### src/rtl/vga_timing_pkg.sv
// Shared VGA timing types, mode constants and the line/frame geometry helper
// used by the raster timing generator.
package vga_timing_pkg;

    typedef struct packed {
        logic [31:0] total;
        logic [31:0] sync_start;
        logic [31:0] sync_end;    // first count after the sync region
    } span_t;

    typedef struct packed {
        logic hs;
        logic vs;
        logic blank_n;
    } pins_t;

    // 640x480@60, 25.175 MHz pixel clock, both syncs active-low
    localparam int unsigned M640_H_ACTIVE = 640;
    localparam int unsigned M640_H_FP     = 16;
    localparam int unsigned M640_H_SYNC   = 96;
    localparam int unsigned M640_H_BP     = 48;
    localparam int unsigned M640_V_ACTIVE = 480;
    localparam int unsigned M640_V_FP     = 10;
    localparam int unsigned M640_V_SYNC   = 2;
    localparam int unsigned M640_V_BP     = 33;
    localparam bit          M640_HS_POL   = 1'b0;
    localparam bit          M640_VS_POL   = 1'b0;

    // 800x600@60, 40 MHz pixel clock, both syncs active-high
    localparam int unsigned M800_H_ACTIVE = 800;
    localparam int unsigned M800_H_FP     = 40;
    localparam int unsigned M800_H_SYNC   = 128;
    localparam int unsigned M800_H_BP     = 88;
    localparam int unsigned M800_V_ACTIVE = 600;
    localparam int unsigned M800_V_FP     = 1;
    localparam int unsigned M800_V_SYNC   = 4;
    localparam int unsigned M800_V_BP     = 23;
    localparam bit          M800_HS_POL   = 1'b1;
    localparam bit          M800_VS_POL   = 1'b1;

    function automatic span_t calc_span(input int unsigned act, input int unsigned fp,
                                        input int unsigned sync, input int unsigned bp);
        span_t s;
        s.total      = act + fp + sync + bp;
        s.sync_start = act + fp;
        s.sync_end   = act + fp + sync;
        return s;
    endfunction

endpackage

### src/rtl/vga_delay_line.sv
// Enable-qualified shift register that keeps the sync/blank pins aligned with
// a multi-cycle colour pipeline. DEPTH = 0 is a straight wire.
module vga_delay_line #(
    parameter int WIDTH = 3,
    parameter int DEPTH = 0
) (
    input  logic             clk,
    input  logic             reset,
    input  logic             en,
    input  logic [WIDTH-1:0] rst_val,
    input  logic [WIDTH-1:0] din,
    output logic [WIDTH-1:0] dout
);

    generate
        if (DEPTH == 0) begin : g_wire
            logic unused_ctl;
            assign unused_ctl = &{1'b0, clk, reset, en, rst_val};
            assign dout = din;
        end else begin : g_stages
            logic [WIDTH-1:0] stage [DEPTH];

            always_ff @(posedge clk) begin
                if (reset) begin
                    for (int i = 0; i < DEPTH; i++) stage[i] <= rst_val;
                end else if (en) begin
                    stage[0] <= din;
                    for (int i = 1; i < DEPTH; i++) stage[i] <= stage[i-1];
                end
            end

            assign dout = stage[DEPTH-1];
        end
    endgenerate

endmodule

### src/rtl/vga_timing_gen.sv
// Parametrised VGA raster timing generator: pixel/line counters, zero-latency
// coordinate decodes and sync/blank pins with an optional alignment delay.
module vga_timing_gen
    import vga_timing_pkg::*;
#(
    parameter int H_ACTIVE   = 640,
    parameter int H_FP       = 16,
    parameter int H_SYNC     = 96,
    parameter int H_BP       = 48,
    parameter int V_ACTIVE   = 480,
    parameter int V_FP       = 10,
    parameter int V_SYNC     = 2,
    parameter int V_BP       = 33,
    parameter bit HS_POL     = 1'b0,
    parameter bit VS_POL     = 1'b0,
    parameter int SYNC_DELAY = 0,
    parameter int CW         = 10
) (
    input  logic          VGA_CLK2,
    input  logic          reset,
    input  logic          pix_ce,
    output logic [CW-1:0] h_count,
    output logic [CW-1:0] v_count,
    output logic [CW-1:0] x,
    output logic [CW-1:0] y,
    output logic          active,
    output logic          line_start,
    output logic          frame_start,
    output logic          VGA_HS,
    output logic          VGA_VS,
    output logic          VGA_BLANK_N,
    output logic          VGA_SYNC_N
);

    localparam span_t         H_SPAN = calc_span(H_ACTIVE, H_FP, H_SYNC, H_BP);
    localparam span_t         V_SPAN = calc_span(V_ACTIVE, V_FP, V_SYNC, V_BP);
    localparam logic [CW-1:0] H_LAST = CW'(H_SPAN.total - 1);
    localparam logic [CW-1:0] V_LAST = CW'(V_SPAN.total - 1);
    localparam logic [31:0]   H_ACT  = 32'(H_ACTIVE);
    localparam logic [31:0]   V_ACT  = 32'(V_ACTIVE);

    generate
        if ((H_SPAN.total > 2**CW) || (V_SPAN.total > 2**CW)) begin : g_bad_cw
            $error("vga_timing_gen: CW too small for H_TOTAL/V_TOTAL");
        end
        if ((SYNC_DELAY < 0) || (SYNC_DELAY > 7)) begin : g_bad_delay
            $error("vga_timing_gen: SYNC_DELAY must be 0..7");
        end
    endgenerate

    // pix_ce is a one-cycle qualifier: every register in this block, the delay
    // line included, moves only on an edge where pix_ce is 1; reset overrides it.
    always_ff @(posedge VGA_CLK2) begin
        if (reset) begin
            h_count <= '0;
            v_count <= '0;
        end else if (pix_ce) begin
            if (h_count == H_LAST) begin
                h_count <= '0;
                v_count <= (v_count == V_LAST) ? '0 : v_count + 1'b1;
            end else begin
                h_count <= h_count + 1'b1;
            end
        end
    end

    logic  h_act, v_act, h_sync, v_sync;
    pins_t rst_pins, raw_pins, dly_pins;

    always_comb begin
        h_act       = 32'(h_count) < H_ACT;
        v_act       = 32'(v_count) < V_ACT;
        h_sync      = (32'(h_count) >= H_SPAN.sync_start) && (32'(h_count) < H_SPAN.sync_end);
        v_sync      = (32'(v_count) >= V_SPAN.sync_start) && (32'(v_count) < V_SPAN.sync_end);
        active      = h_act && v_act;
        x           = active ? h_count : '0;
        y           = active ? v_count : '0;
        line_start  = (h_count == '0) && pix_ce;
        frame_start = line_start && (v_count == '0);
    end

    // Pins read as deasserted while reset is held, so nothing leaks out of
    // the undelayed path before the counters settle.
    always_comb begin
        rst_pins = '{hs: ~HS_POL, vs: ~VS_POL, blank_n: 1'b0};
        raw_pins = rst_pins;
        if (!reset) begin
            raw_pins.hs      = h_sync ? HS_POL : ~HS_POL;
            raw_pins.vs      = v_sync ? VS_POL : ~VS_POL;
            raw_pins.blank_n = active;
        end
    end

    vga_delay_line #(
        .WIDTH($bits(pins_t)),
        .DEPTH(SYNC_DELAY)
    ) u_delay (
        .clk    (VGA_CLK2),
        .reset  (reset),
        .en     (pix_ce),
        .rst_val(rst_pins),
        .din    (raw_pins),
        .dout   (dly_pins)
    );

    assign VGA_HS      = dly_pins.hs;
    assign VGA_VS      = dly_pins.vs;
    assign VGA_BLANK_N = dly_pins.blank_n;
    assign VGA_SYNC_N  = 1'b1;

endmodule
### config.mk
export PLATFORM = sky130hd
export DESIGN_NAME = vga_timing_gen
export DESIGN_NICKNAME = d
export VERILOG_FILES = /design/src/rtl/vga_timing_pkg.sv /design/src/rtl/vga_delay_line.sv /design/src/rtl/vga_timing_gen.sv
export SDC_FILE = /design/constraint.sdc
export NUM_CORES = 1
export LEC_CHECK = 0
export ABC_AREA = 1
export CAP_MARGIN = 20
export CORE_MARGIN = 2
export CORE_UTILIZATION = 45
export CTS_CLUSTER_DIAMETER = 100
export DETAILED_ROUTE_END_ITERATION = 8
export HOLD_SLACK_MARGIN = 0.12
export PLACE_DENSITY_LB_ADDON = 0.2
export SLEW_MARGIN = 20
export SYNTH_ARGS = -nofsm -noshare
export SYNTH_HDL_FRONTEND = slang
export SYNTH_SLANG_ARGS = --single-unit
### constraint.sdc
create_clock -name VGA_CLK2 -period 4.6 [get_ports VGA_CLK2]
set_input_delay 1.15 -clock VGA_CLK2 [delete_from_list [all_inputs] [get_ports VGA_CLK2]]
set_output_delay 1.15 -clock VGA_CLK2 [all_outputs]
set_load 0.01 [all_outputs]
==> flow_summary.yaml <==
routing:
  via_per_inst: 4.81
  postRouteAntennaNets: 0
  drt_iter0_markers: 49
  vias: 1525
  dr.pass1.iters: 4
  wl_um: 3810
  drcViolationCount: 0
  wire_per_inst_um: 12.0
timing:
  period_needed_ps: 3900
  rsz0062_at_grt: "false"
  min_period_over_period_pct: 84.8
  slew_headroom_pct: 66.0
  hold_viol: 0
  tns_ps: 0
  max_freq_mhz: 256
  tightest_slew_ps: 507
  clock_skew_ps: 1.86
  finalSetupViolations: 0
  drv_slew: 0
synthesis:
  ys_ff_latch: 20
  syn_avg_cell_area_um2: 6.25
  syn-instance-count: 226
  synthTopCellsByArea: "dfxtp_1 28%, nand2_1 14%, nor2_1 14%"
  synth_top_cell_area_share_pct: 28.3
  synth.yosys.seq_area_share_pct: 28.3
  synth_edf_count: 0
  ys.flop_type: "dfxtp_1"
  synth_top_area_cell: "dfxtp_1"
  async_reset_ff_share_pct: 0
  synth.distinct_cells: 29
  synth_nets: 233
  yosysWarnings: 0
  synthTopCellsByCount: "51 x nand2_1, 51 x nor2_1, 34 x inv_1"
  syn_area_um2: 1410
clock_tree:
  h-tree-depth: 1
  postCtsSetupBuffers: 0
  cts_hold_buffers: 0
  cts_tree: "yes"
  clock_sinks: 20
  post_cts_resized: 0
  cts_buffers: 3
  clk_pin_slew_ps: 120
  clock_path_buffers: 2
  clock-root-buffer: "clkbuf_4"
  clk_latency_ps: 310
critical_path:
  critPathCaptureType: "primary output"
  reg2reg_to: "v_count[9]"
  worstRegToRegCells: 8
  cp-start-kind: "input pin"
  cpMostUsedCell: "clkdlybuf4s50_1"
  cp.arrival_ps: 2750
  r2r-start: "h_count[0]"
  critical-path-max-stage-delay_ps: 680
  path_max_fanout: 8
  path_buf_inv: 3
  worstSetupPathType: "in -> out"
  crit_slowest_cell: "clkdlybuf4s50_1"
  reg2reg_slack_ps: 2830
  cpLargestDelayFamily: "buffers and inverters"
  path_cells: "clkdlybuf4s50_1 -> inv_1 -> o2111ai_1 -> clkdlybuf4s50_1"
  cp.required_ps: 3450
placement:
  place_congestion: 0.935
  hpwl_um: 2930
  port_buffers: 47
power:
  leakagePower_uw: 0.000790
  p_per_area_nw_per_um2: 165
  ir_drop_mv: 0.114
cells_and_area:
  nets: 281
  regArea_um2: 400
  antenna_cells: 0
  postLayoutCoreUtil_pct: 64.0
  layout-drive-gt1-share_pct: 8.06
  multi_input_area_um2: 831
  syn_to_final_growth_pct: 37.2
  fillCellCount: 301
hold_path:
  min_to: "v_count[1]"
  hold_class: "reg -> reg"
  hold_depth: 2
  worstHoldStart: "v_count[1]"
floorplanning:
  io_pins: 50
  core_um2: 3030
  die_area_um2: 3600
  die_x_um: 60.0
  fp-row-count: 20
  die_height_um: 60.0
  start_util_pct: 46.7
grt:
  grt_pass1_wl_um: 6410
  grt_max_degree: 20
  antenna_found_initial: 0
  grt_overflow: 0
  track_usage_pct: 23.2
  grt_pass1_vias: 1439
job:
  drv_cap: 0
run_status:
  status: "finished, final reports clean"
## how the worst max path moves through the flow
stage                 from          end  cells past startpoint
finish               reset       VGA_HS                      4
global route         reset       VGA_HS                      4
CTS                  reset       VGA_HS                      4
detailed placement   reset       VGA_HS                      4
global placement     reset       VGA_HS                      4
floorplan           pix_ce  frame_start                      4
## tightest hold or removal path, delay by kind of cell (launching register included)
kind | cells | cell delay [ps]
flip-flops | 1 | 380
AND/OR/NAND/NOR | 2 | 120
## cell type report
cell class,count,area share (%)
clock buffer,4,1.87
tap,44,2.84
multi-input combinational,165,42.9
sequential,20,20.7
inverter,36,7.10
timing repair buffer,48,24.7
## flip-flops by register name, indices dropped and copies added, names as in the netlist
signal / count
h_count: 10
v_count: 10
## layout by cell type, fill, tap and decap left out, drive strengths merged
cell,Yosys,routed
clkbuf,1,4
nor4,2,2
o21ai,2,2
o21bai,3,3
o22ai,1,1
conb,2,2
dfxtp,20,20
nand3b,1,1
and2,1,1
nand3,13,13
clkdlybuf4s50,0,47
nor2,62,62
a21oi,2,2
nor3,2,2
buf,4,1
nand4,9,9
inv,36,36
ha,4,4
and3b,1,1
xor2,5,5
nand2,54,54
o2111ai,1,1
## stage by stage
step	cell area (um^2)	hold WS [ps]	std cells	worst slack (ps)	total power, uW
after floorplan	1410	524	226	1610	199
after global placement	1900	510	313	735	214
after detailed placement	1900	514	313	711	214
after CTS	1940	534	317	703	318
after global routing	1940	574	317	630	329
final	1940	531	317	698	319
## power breakdown
| group | total [uW] | switching (uW) | internal [uW] |
|---|---|---|---|
| Sequential | 177 | 2.20 | 175 |
| Combinational | 33.6 | 17.6 | 16.1 |
| Clock | 109 | 60.5 | 48.4 |
| Total | 319 | 80.2 | 239 |
## layer usage
metal | track usage (%) | vias up | share of wire (%) | wire length, um
met5 | 0 | - | 0 | 0
met4 | 5.71 | 0 | 1.0 | 38
met3 | 2.81 | 5 | 6.0 | 227
met2 | 39.3 | 54 | 47 | 1800
met1 | 31.2 | 679 | 46 | 1730
li1 | - | 787 | - | -
## kinds of logic (layout without fill, tap and decap cells)
| group | after synthesis | in the layout | share of synthesized area [%] |
|---|---|---|---|
| XOR/XNOR | 5 | 5 | 3.10 |
| buffers and inverters | 41 | 88 | 12.8 |
| AND/OR/NAND/NOR | 145 | 145 | 47.6 |
| other | 2 | 2 | 0.532 |
| AO/OA/AOI/OAI | 9 | 9 | 4.07 |
| adder cells (fa/ha/maj) | 4 | 4 | 3.54 |
| flip-flops | 20 | 20 | 28.3 |
No activity file was read; power rests on OpenSTA's default activity.
